--- config.mk ---
export PLATFORM = sky130hd
export DESIGN_NAME = fetch_unit
export DESIGN_NICKNAME = d
export VERILOG_FILES = /design/src/rtl/fetch_unit.sv
export SDC_FILE = /design/constraint.sdc
export NUM_CORES = 1
export LEC_CHECK = 0
export ABC_CLOCK_PERIOD_IN_PS = 11050
export CAP_MARGIN = 5
export CORE_MARGIN = 2
export CORE_UTILIZATION = 56
export CTS_BUF_LIST = sky130_fd_sc_hd__clkbuf_8 sky130_fd_sc_hd__clkbuf_16
export DETAILED_ROUTE_END_ITERATION = 12
export PLACE_DENSITY_LB_ADDON = 0.1
export SLEW_MARGIN = 0
export SYNTH_ARGS = -nofsm -noshare
export SYNTH_HDL_FRONTEND = slang
export SYNTH_SLANG_ARGS = --single-unit
--- constraint.sdc ---
create_clock -name clk -period 11.05 [get_ports clk]
set_input_delay 1.6575 -clock clk [delete_from_list [all_inputs] [get_ports clk]]
set_output_delay 1.6575 -clock clk [all_outputs]
set_load 0.02 [all_outputs]
--- src/rtl/fetch_unit.sv ---
// fetch_unit: MIPS instruction-fetch stage (PC sequencing, imem req/ready handshake, IF register).
// Build option FETCH_STATS_EN adds fetch_count, the number of words delivered into the IF register.
module fetch_unit #(
  parameter logic [31:0] PC_RESET = 32'h0040_0000
) (
  input  logic        clk,
  input  logic        reset,
  input  logic        stall,
  input  logic        redirect,
  input  logic [31:0] redirect_pc,
  output logic        imem_req,
  output logic [31:0] imem_addr,
  input  logic        imem_ready,
  input  logic [31:0] imem_rdata,
  output logic        instr_valid,
  output logic [31:0] instr,
  output logic [5:0]  opcode,
  output logic [31:0] pc_out,
  output logic [31:0] pc_plus4
`ifdef FETCH_STATS_EN
  ,
  output logic [31:0] fetch_count
`endif
);

  localparam logic [31:0] PC_START = PC_RESET & 32'hFFFF_FFFC;

  typedef enum logic [1:0] {IDLE, FETCH, PEND, DRAIN} state_t;

  state_t      state, state_n;
  logic [31:0] pc, pc_n;
  logic [31:0] tgt, tgt_n;
  logic [31:0] pend_word, pend_pc;
  logic [31:0] target;
  logic [31:0] load_word, load_pc;
  logic        pend_wr, load, flush, consume, out_free;

  assign target   = redirect_pc & 32'hFFFF_FFFC;
  assign out_free = !instr_valid || !stall;
  assign consume  = instr_valid && !stall;
  assign flush    = redirect && (state != IDLE);

  assign imem_addr = pc;
  assign opcode    = instr[31:26];
  assign pc_plus4  = pc_out + 32'd4;

  always_ff @(posedge clk or posedge reset) begin
    if (reset) state <= IDLE;
    else       state <= state_n;
  end

  always_comb begin
    state_n   = state;
    pc_n      = pc;
    tgt_n     = tgt;
    pend_wr   = 1'b0;
    load      = 1'b0;
    load_word = '0;
    load_pc   = '0;
    imem_req  = 1'b0;
    case (state)
      IDLE: state_n = FETCH;
      FETCH: begin
        imem_req = 1'b1;
        if (redirect) begin
          if (imem_ready) begin
            pc_n = target;
          end else begin
            tgt_n   = target;
            state_n = DRAIN;
          end
        end else if (imem_ready) begin
          pc_n = pc + 32'd4;
          if (out_free) begin
            load      = 1'b1;
            load_word = imem_rdata;
            load_pc   = pc;
          end else begin
            pend_wr = 1'b1;
            state_n = PEND;
          end
        end
      end
      PEND: begin
        if (redirect) begin
          pc_n    = target;
          state_n = FETCH;
        end else if (!stall) begin
          load      = 1'b1;
          load_word = pend_word;
          load_pc   = pend_pc;
          state_n   = FETCH;
        end
      end
      DRAIN: begin
        // The request must stay up until the stale response arrives; a redirect
        // landing on that same cycle is taken directly instead of re-draining.
        imem_req = 1'b1;
        if (imem_ready) begin
          pc_n    = redirect ? target : tgt;
          state_n = FETCH;
        end else if (redirect) begin
          tgt_n = target;
        end
      end
      default: state_n = IDLE;
    endcase
  end

  always_ff @(posedge clk or posedge reset) begin
    if (reset) begin
      pc          <= PC_START;
      tgt         <= '0;
      pend_word   <= '0;
      pend_pc     <= '0;
      instr_valid <= 1'b0;
      instr       <= '0;
      pc_out      <= '0;
    end else begin
      pc  <= pc_n;
      tgt <= tgt_n;
      if (pend_wr) begin
        pend_word <= imem_rdata;
        pend_pc   <= pc;
      end
      if (load) begin
        instr       <= load_word;
        pc_out      <= load_pc;
        instr_valid <= 1'b1;
      end else if (flush || consume) begin
        instr_valid <= 1'b0;
        instr       <= '0;
      end
    end
  end

`ifdef FETCH_STATS_EN
  always_ff @(posedge clk or posedge reset) begin
    if (reset)     fetch_count <= '0;
    else if (load) fetch_count <= fetch_count + 32'd1;
  end
`endif

endmodule

==> summary.txt <==
Status
  • Status: completed

Worst setup path
  • Worst Path Max Fanout: 65
  • CP delay by family, top: buffers and inverters
  • Crit. End Element: flip-flop
  • Critical path launch point type: input pin
  • Required time worst endpoint: 11.42 ns
  • CP peak stage delay: 0.67 ns
  • Worst R2R Path Depth: 10
  • Critical Path Stages: 10
  • Worst path bufs/invs: 5
  • Most used cell along the critical path: buf_4
  • Worst Setup Path Type: input pin to flip-flop
  • CP arrival: 5.09 ns
  • Worst path slowest cell: o21ai_2
  • Critical path cell sequence: clkdlybuf4s50_1 -> buf_4 -> nand2b_1 -> nor2_4 -> buf_4 -> o21ai_2 -> buf_4 -> and2_1 -> buf_4 -> a22o_1

Timing
  • Max Clock Freq: 212 MHz
  • Setup ws final: 6.34 ns
  • Hold Vio Cnt, Final: 0
  • Slew headroom: 28.4%
  • Worst Clk Skew: 0.00776 ns
  • Tmin final: 4.71 ns
  • Final hold slack: 0.488 ns
  • Final setup TNS: 0 ns
  • # setup viols final: 0
  • Final Slew Violations: 0
  • RSZ-0062 raised after global routing: false
  • Final period utilization: 42.7%
  • Worst-margin pin slew: 1.07 ns

Clock tree
  • Post-CTS resize count: 0
  • CTS tree: built
  • Clock root buffer master: clkbuf_16
  • Buffer depth of the longest clock path: 2
  • Hold Buf Count CTS: 0
  • CTS Buf Count: 17
  • H-tree depth: 4
  • Clk pin slew, worst setup/hold paths: 0.07 ns
  • Setup repair bufs after CTS: 0
  • Clock sinks: 195
  • Clk_lat worst skew: 0.44 ns

Logic synthesis
  • Seq/Total Area, Yosys: 49.2%
  • Yosys warns: 0
  • Register bit total from synthesis: 195
  • Post-synth net total: 944
  • Post-synth top area share: 48.9%
  • Synth area leaders: dfrtp_1 (49%), a22o_1 (12%), mux2_2 (11%), o21ai_0 (2.2%), xnor2_1 (1.8%)
  • Mean Syn Cell Area: 11.4 um^2
  • Cell taking the most area after synthesis: dfrtp_1
  • Mapped cell area: 9920 um^2
  • Synth cell types: 61
  • Number of enable flip-flop cells after synthesis: 0
  • Cells after Synth: 868
  • Post-synth ARST share: 100%
  • Top FF cell, synth: dfrtp_1

Detailed routing
  • DRC Markers: 0
  • Total number of vias: 7871
  • WL per Instance: 20.2 um
  • Detail Route Antenna Nets: 0
  • Post-Route WL: 25.7 mm
  • DRT iter0 DRCs: 633
  • Vias per inst: 6.21
  • DR pass1 iterations: 5

Die
  • Row count: 48
  • IO Count: 205
  • Chip width: 137 um
  • Die area: 18800 um^2
  • Initial Util: 57.4%
  • Chip height: 137 um
  • Area of the core: 17300 um^2

Placed design
  • # placed instances: 1235
  • Pre-CTS WS: 5.90 ns
  • GPL Wtd Cong: 0.829
  • Port Buffer Count: 202
  • Hpwl dp: 17.0 mm

Cells and area
  • Inserted Diodes: 0
  • Final Instance Count excl. Fillers: 1267
  • Area Overhead vs Synth: 26.8%
  • Commonest non-fill, non-tap cell in the layout: clkdlybuf4s50_1
  • Most frequent cells in the layout: clkdlybuf4s50_1 (202), dfrtp_1 (194), a22o_1 (132)
  • Share of layout cells above drive strength 1: 15.8%
  • Nets: 1105
  • Final core occ: 72.8%

Min path
  • Min-Delay Path Depth: 1
  • Min-Delay Path Class: flip-flop to flip-flop

Pwr
  • Maximum VDD drop: 0.162 mV
  • Power per Cell Area: 261 nW/um^2
  • Static Leak: 5.41 nW

Global route
  • Gr ovfl total: 0
  • Largest net degree at the start of global routing: 132
  • First-pass GRT wire length: 40.7 mm
  • Overall routing resource usage: 28.0%
  • Vias in the first global route: 7667
  • Initial antenna violation count: 0

Job
  • Max Cap Viol: 0
[per-stage QoR]
step	total power (W)	instance area, um^2
after global placement	0.00262	12000
final	0.00328	12600
after detailed placement	0.00267	12000
after CTS	0.00329	12600
after global routing	0.00346	12600
after floorplan	0.00206	9920
[worst register-to-register path, stage by stage, from the launching register on]
cell and delay [ns]:
dfrtp_1 0.42, inv_1 0.11, ha_1 0.26, nand2_1 0.18, nor3b_4 0.19, buf_4 0.60, o21ai_2 0.41, buf_4 0.33
and2_1 0.16, buf_4 0.24, a22o_1 0.32
[final cells by class]
type	instances	area (um^2)
Inverter	13	56.3
Clock buffer	18	439
Tap cell	225	282
Clock inverter	14	145
Timing Repair Buffer	215	2120
Sequential cell	195	4880
Multi-Input combinational cell	587	4660
Fill cell	1299	4710
[sequential cells by signal (all words and copies together) (netlist names)]
register	cells
instr	32
state	2
imem_addr	32
pc_out	32
pend_word	32
pend_pc	32
tgt	32
instr_valid	1
[power by group]
group / internal, W / switching [W] / total (W) / leakage [nW]
registers: 0.000991 / 0.000318 / 0.00131 / 2.54
clock network: 0.000325 / 0.000293 / 0.000618 / 0.277
logic: 0.000666 / 0.000688 / 0.00135 / 2.60
total: 0.00198 / 0.00130 / 0.00328 / 5.41
[synth_stat cells (2+ instances only)]
library cell and instances:
mux2_1 9, o311ai_1 2, a22oi_1 15, and3_4 2, a221oi_1 15, nand3_1 27, o21ai_0 43, nor2_1 28
nor2b_1 4, mux2i_1 4, xnor2_1 20, nand4_2 2, nor4_1 2, nand2b_1 5, nor4_4 6, a31oi_1 7
nor3_1 7, o211ai_1 2, clkbuf_1 29, o21ai_1 12, buf_1 5, mux2_2 94, buf_2 26, dfrtp_1 194
a21oi_1 24, and2_1 5, ha_1 7, or3_1 2, xor2_1 19, inv_1 13, nand2_1 38, a221o_1 5
nand3_2 2, buf_4 12, or2_1 3, o221ai_1 2, a22o_1 132, nand4_1 12, a211o_1 2, and3_1 9
[cells by family (layout without fill, tap and decap cells)]
group	count (synthesis)	after routing	share of synthesized area, %
AO/OA/AOI/OAI	273	273	20.8
flip-flops	195	195	49.2
AND/OR/NAND/NOR	161	161	9.57
multiplexers	107	107	12.1
buffers and inverters	86	260	4.05
XOR/XNOR	39	39	3.44
adder cells (fa/ha/maj)	7	7	0.883
[metal layers]
layer  global-route usage (%)  vias to the layer above  wire [um]
met5                        0                        -          0
met4                     9.39                        0        378
met3                     4.85                       28       1810
met2                     43.5                      290      12000
met1                     40.1                     3935      11400
li1                         -                     3618          -
[path summary, 6_finish.rpt]
| kind | endpoint | slack [ns] | start |
|---|---|---|---|
| min in group asynchronous | pc_out[3] | 1.75 | reset |
| hold reg to reg | tgt[1] | 0.49 | tgt[1] |
| setup reg to reg | instr[3] | 7.72 | state[1] |
| max in group asynchronous | pc_out[1] | 7.80 | reset |
| setup / recovery | instr[3] | 6.34 | redirect |
| hold / removal | tgt[1] | 0.49 | tgt[1] |
(Power assumes the default switching activity.)
